--- config.mk ---
export PLATFORM = sky130hd
export DESIGN_NAME = registro_universal_n
export DESIGN_NICKNAME = d
export VERILOG_FILES = /design/src/rtl/registro_universal_n.sv
export SDC_FILE = /design/constraint.sdc
export NUM_CORES = 1
export LEC_CHECK = 0
export ABC_AREA = 1
export BUFFER_PORTS_ARGS = -buffer_cell sky130_fd_sc_hd__buf_4
export CAP_MARGIN = 5
export CORE_UTILIZATION = 58
export DETAILED_ROUTE_END_ITERATION = 10
export GPL_TIMING_DRIVEN = 0
export HOLD_SLACK_MARGIN = 0.1
export PLACE_DENSITY = 0.86
export SLEW_MARGIN = 10
export SYNTH_ARGS = -nofsm -noshare
export SYNTH_HDL_FRONTEND = slang
export SYNTH_SLANG_ARGS = --single-unit
--- constraint.sdc ---
create_clock -name CLK -period 2.95 [get_ports CLK]
set_clock_uncertainty 0.05 [all_clocks]
set_input_delay 0.295 -clock CLK [delete_from_list [all_inputs] [get_ports CLK]]
set_output_delay 0.295 -clock CLK [all_outputs]
set_load 0.01 [all_outputs]
--- src/rtl/registro_universal_n.sv ---
// Parametrised N-bit universal shift register: shift, rotate, parallel load and hold,
// plus a saturating serial-fill counter with FULL/DONE flags. Optional macro ARITH_SHIFT_EN.
module registro_universal_n #(
    parameter int WIDTH = 8,
    parameter int AW    = $clog2(WIDTH)
) (
    input  logic             CLK,
    input  logic             RST_L,
    input  logic             ENB,
    input  logic             DIR,
    input  logic [1:0]       MODO,
    input  logic [AW-1:0]    AMT,
    input  logic             S_IN,
    input  logic [WIDTH-1:0] D,
    output logic [WIDTH-1:0] Q,
    output logic             S_OUT,
    output logic [AW:0]      CNT,
    output logic             FULL,
    output logic             DONE
);

    localparam logic [AW:0]   L_WIDTH_C = (AW+1)'(WIDTH);
    localparam logic [AW+1:0] L_WIDTH_S = (AW+2)'(WIDTH);

    localparam logic [1:0] L_MODO_SHIFT  = 2'b00;
    localparam logic [1:0] L_MODO_ROTATE = 2'b01;
    localparam logic [1:0] L_MODO_LOAD   = 2'b10;
    localparam logic [1:0] L_MODO_ARITH  = 2'b11;

    logic [WIDTH-1:0] r_q;
    logic             r_sout;
    logic [AW:0]      r_cnt;
    logic             r_full;
    logic             r_done;

    logic [AW:0]      w_k;
    logic [AW:0]      w_kM1;
    logic             w_kZero;
    logic [WIDTH-1:0] w_ones;
    logic [WIDTH-1:0] w_loMask;
    logic [WIDTH-1:0] w_hiMask;
    logic [WIDTH-1:0] w_leftSel;
    logic [WIDTH-1:0] w_rightSel;
    logic             w_leftOut;
    logic             w_rightOut;
    logic [WIDTH-1:0] w_shlQ;
    logic [WIDTH-1:0] w_shrQ;
    logic [WIDTH-1:0] w_rolQ;
    logic [WIDTH-1:0] w_rorQ;
    logic [AW+1:0]    w_sum;
    logic [AW:0]      w_cntSat;
    logic             w_countStep;

    logic [WIDTH-1:0] w_qNext;
    logic             w_soutNext;
    logic [AW:0]      w_cntNext;
    logic             w_fullNext;
    logic             w_doneNext;

`ifdef ARITH_SHIFT_EN
    logic [WIDTH-1:0] w_asrQ;
`endif

    // AMT beyond WIDTH-1 (non power-of-two widths) wraps around
    assign w_k     = {1'b0, AMT} % L_WIDTH_C;
    assign w_kM1   = w_k - (AW+1)'(1);
    assign w_kZero = (w_k == '0);

    assign w_ones   = '1;
    assign w_loMask = ~(w_ones << w_k);
    assign w_hiMask = ~(w_ones >> w_k);

    // One-hot selectors for the last bit to cross each boundary: Q[WIDTH-k] and Q[k-1]
    assign w_leftSel  = {1'b1, {(WIDTH-1){1'b0}}} >> w_kM1;
    assign w_rightSel = {{(WIDTH-1){1'b0}}, 1'b1} << w_kM1;
    assign w_leftOut  = |(r_q & w_leftSel);
    assign w_rightOut = |(r_q & w_rightSel);

    assign w_shlQ = (r_q << w_k) | (w_loMask & {WIDTH{S_IN}});
    assign w_shrQ = (r_q >> w_k) | (w_hiMask & {WIDTH{S_IN}});
    assign w_rolQ = (r_q << w_k) | (r_q >> (L_WIDTH_C - w_k));
    assign w_rorQ = (r_q >> w_k) | (r_q << (L_WIDTH_C - w_k));

`ifdef ARITH_SHIFT_EN
    assign w_asrQ = (r_q >> w_k) | (w_hiMask & {WIDTH{r_q[WIDTH-1]}});
`endif

    assign w_sum    = {1'b0, r_cnt} + {1'b0, w_k};
    assign w_cntSat = (w_sum >= L_WIDTH_S) ? L_WIDTH_C : w_sum[AW:0];

    always_comb begin
        w_qNext     = r_q;
        w_soutNext  = r_sout;
        w_cntNext   = r_cnt;
        w_fullNext  = r_full;
        w_doneNext  = 1'b0;
        w_countStep = 1'b0;
        if (ENB) begin
            case (MODO)
                L_MODO_SHIFT: begin
                    if (!w_kZero) begin
                        w_qNext     = DIR ? w_shrQ : w_shlQ;
                        w_soutNext  = DIR ? w_rightOut : w_leftOut;
                        w_countStep = 1'b1;
                    end
                end
                L_MODO_ROTATE: begin
                    if (!w_kZero) begin
                        w_qNext    = DIR ? w_rorQ : w_rolQ;
                        w_soutNext = DIR ? w_rightOut : w_leftOut;
                    end
                end
                L_MODO_LOAD: begin
                    w_qNext    = D;
                    w_cntNext  = '0;
                    w_fullNext = 1'b0;
                end
                L_MODO_ARITH: begin
`ifdef ARITH_SHIFT_EN
                    if (!w_kZero) begin
                        w_qNext     = w_asrQ;
                        w_soutNext  = w_rightOut;
                        w_countStep = 1'b1;
                    end
`endif
                end
                default: begin
                end
            endcase
            // DONE fires only on the transition into saturation; FULL then stays sticky
            if (w_countStep) begin
                w_cntNext = w_cntSat;
                if ((r_cnt != L_WIDTH_C) && (w_cntSat == L_WIDTH_C)) begin
                    w_doneNext = 1'b1;
                    w_fullNext = 1'b1;
                end
            end
        end
    end

    always_ff @(posedge CLK or negedge RST_L) begin
        if (!RST_L) begin
            r_q    <= '0;
            r_sout <= 1'b0;
            r_cnt  <= '0;
            r_full <= 1'b0;
            r_done <= 1'b0;
        end else begin
            r_q    <= w_qNext;
            r_sout <= w_soutNext;
            r_cnt  <= w_cntNext;
            r_full <= w_fullNext;
            r_done <= w_doneNext;
        end
    end

    assign Q     = r_q;
    assign S_OUT = r_sout;
    assign CNT   = r_cnt;
    assign FULL  = r_full;
    assign DONE  = r_done;

endmodule
==> results.cfg <==
[final_layout]
layout.cells.most_common = sky130_fd_sc_hd__nand2_1
fin_nets = 482
layout_area_overhead_pct = 15.1
antenna_cells = 0
final_cell_area_excluding_filler_cells_sq_um = 2710
final_cell_mix = sky130_fd_sc_hd__nand2_1 (147), sky130_fd_sc_hd__nand3_1 (85), sky130_fd_sc_hd__inv_1 (40), sky130_fd_sc_hd__buf_4 (32), sky130_fd_sc_hd__nor2_1 (25)
finish.utilization_pct = 71.9
drive_gt1_share_pct = 14.8

[cts]
clock_pin_slew_reported_for_the_worst_setup_and_hold_paths_after_clock_tree_synthesis_ns = 0.06
postCtsResizedCells = 0
clkSinkCount = 15
tritoncts = done
clock_insertion_delay_worst_skew_ns = 0.25
cts_buffer_depth = 2
cts_setup_buffers = 0
cts_buffer_count = 3
h-tree-depth = 1
clock_tree.root_cell = sky130_fd_sc_hd__clkbuf_8
cts_hold_buf = 1

[global_route]
vias_in_the_first_global_route = 2609
grt_max_degree = 16
groute.usage.overall_pct = 38.6
initial_antenna_violation_count = 0
overflow = 0
grt_first_pass_wirelength_mm = 12.4

[sta]
max-slew-margin-rel_pct = 59.8
max_slew.worst_pin.slew_ns = 0.597
post-route-period-util_pct = 76.1
min_period_ns = 2.25
fin_ws_ns = 0.705
number_of_endpoints_failing_setup_at_the_final_stage = 0
fin_setup_tns_ns = 0
rsz0062_at_grt = no
timing.final.max_slew_violations = 0
hold_viol_final = 0
achievable-frequency_mhz = 445
fin_worst_hold_slack_ns = 0.310

[synthesis]
synth_top_cell_area_share_pct = 23.4
synth_sequential_area_ratio_pct = 15.9
compound_gate_fraction_of_synth_area_pct = 9.35
synth_area_sq_um = 2360
synth.top_cells.by_area = sky130_fd_sc_hd__nand2_1 (23%), sky130_fd_sc_hd__nand3_1 (18%), sky130_fd_sc_hd__dfrtp_1 (16%)
synthesis.area_per_instance_sq_um = 5.75
synth_adder_area_share_pct = 8.82
synth_top_family_by_area = simple AND/OR/NAND/NOR gates
net_count_synth = 444
synth.ff_latch_count = 15
synthXorXnorAreaFrac_pct = 0.372
synth_cells = 410
cell_type_with_the_highest_aggregate_area_in_the_netlist = sky130_fd_sc_hd__nand2_1
synthesis.yosys.warnings = 0
post_synth_num_cell_types = 33
basic_gate_share_of_the_synthesized_area_counting_and_or_nand_and_nor_cells_pct = 52.9
synth.mux.area_fraction_pct = 0

[detailed_routing]
drtIter0Drc = 387
avgViaCountPerCell = 5.93
drt_first_pass_iters = 6
drcViolationCount = 0
post_drt_wl_per_cell_um = 15.8
postRouteAntennaNets = 0
post_route_wl_mm = 7.84
detailroute.via_count = 2937

[placed_design]
gp_congestion = 0.972
post-dp-hpwl_mm = 5.80
number_of_buffers_inserted_by_port_buffering = 32
preCtsSetupSlack_ns = 0.540
dpl-instance-area_sq_um = 2660

[outcome]
run_status = completed

[floorplanning]
io_pins = 33
core_area_sq_um = 3770
start_util_pct = 62.5
die_height_um = 65.7
rows = 22
chipWidth_um = 65.7
dieArea_sq_um = 4320

[worst_setup_path]
setup.worst_path.start_class = primary input
regToRegStartpoint = CNT[0]$_DFFE_PN0P_
data_required_time_of_the_worst_path_ns = 3.04
worst_path_maximum_fanout = 12
end_kind = register
worstSetupPathType = in2reg
critical_path.startpoint = AMT[0]
timing.reg2reg.worst_path_depth = 7
timing.critical_path.arrival_ns = 2.33

[pwr]
cell_internal_pwr_mw = 0.592
ir_worst_vdd_mv = 0.359
p_sw_share_pct = 48.4
switchingPower_mw = 0.556
clock_power_share_pct = 14.4
leakagePower_nw = 1.53
combinationalPowerShare_pct = 56.4
sequential_share_of_power_pct = 29.2
power_density_nw_per_um2 = 423

[flow_run]
cap_violations = 0

[hold_path]
holdCritStartpoint = D[5]
worstHoldPathCells = 5
hp-class = in2reg
[worst paths after layout]
kind	end	slack, ns
hold reg to reg	S_OUT$_DFFE_PN0P_	0.44
max in group asynchronous	S_OUT$_DFFE_PN0P_	2.28
setup reg to reg	CNT[2]$_DFFE_PN0P_	0.88
min in group asynchronous	Q[1]$_DFFE_PN0P_	0.39
hold / removal	Q[5]$_DFFE_PN0P_	0.31
setup / recovery	Q[6]$_DFFE_PN0P_	0.70
[layer usage]
metal / share of wire, % / up-vias / track usage, %
met1: 41 / 1306 / 49.6
met4: 4.4 / 0 / 20.9
met5: 0 / - / 0
li1: - / 1399 / -
met3: 10 / 37 / 5.90
met2: 44 / 195 / 61.4
[area by class of cell]
class / instances / area, sq um
fill: 350 / 1060
timing repair buffer: 33 / 250
inverter: 43 / 166
multi-input combinational: 335 / 1680
sequential: 15 / 375
clock buffer: 4 / 45.0
tap: 48 / 60.1
buffer: 17 / 131
[power by group through the flow]
stage / clock [mW] / combinational [mW] / sequential, mW
6_report: 0.165 / 0.648 / 0.335
5_1_grt: 0.178 / 0.709 / 0.334
4_1_cts: 0.169 / 0.633 / 0.328
3_5_place_dp: 0 / 0.624 / 0.331
3_3_place_gp: 0 / 0.608 / 0.332
2_1_floorplan: 0 / 0.406 / 0.319
[Yosys cell counts (all sizes together)]
library cell  instances
nand3b                1
fa                    1
nor4                  1
o21ai                17
o22ai                 3
nand2               154
nand3                86
nor2                 29
nand4                 1
and2                  2
ha                   15
dfrtp                15
clkbuf                3
a21oi                21
inv                  43
xnor2                 1
buf                  14
nor3                  3
[metrics by stage]
| stage | std cells | power (mW) |
|---|---|---|
| 2_1_floorplan | 410 | 0.725 |
| 3_5_place_dp | 490 | 0.955 |
| 4_1_cts | 495 | 1.13 |
| 5_1_grt | 495 | 1.22 |
| 6_report | 495 | 1.15 |
| 3_3_place_gp | 490 | 0.940 |
[flip-flops by register name, indices dropped and copies added (netlist names)]
register  cells
Q             8
CNT           4
DONE          1
FULL          1
S_OUT         1
[worst max-delay path: stages]
cell and delay [ns]:
sky130_fd_sc_hd__buf_4 0.12, sky130_fd_sc_hd__buf_6 0.15, sky130_fd_sc_hd__inv_4 0.06, sky130_fd_sc_hd__buf_12 0.15, sky130_fd_sc_hd__ha_1 0.27, sky130_fd_sc_hd__buf_2 0.19, sky130_fd_sc_hd__clkbuf_1 0.44, sky130_fd_sc_hd__nor2_1 0.16
sky130_fd_sc_hd__a21oi_2 0.17, sky130_fd_sc_hd__nand2_1 0.06, sky130_fd_sc_hd__nand3_1 0.11, sky130_fd_sc_hd__nand2_1 0.06, sky130_fd_sc_hd__nand2_1 0.06, sky130_fd_sc_hd__nand2_1 0.05
[logic make-up after synthesis]
kind of cell | count (synthesis)
AOI/OAI and AO/OA | 41
xor gates and xnor gates | 1
adders and majority gates | 16
buffers and inverters | 60
DFF | 15
and+or+nand+nor | 277
(Power assumes the default switching activity.)
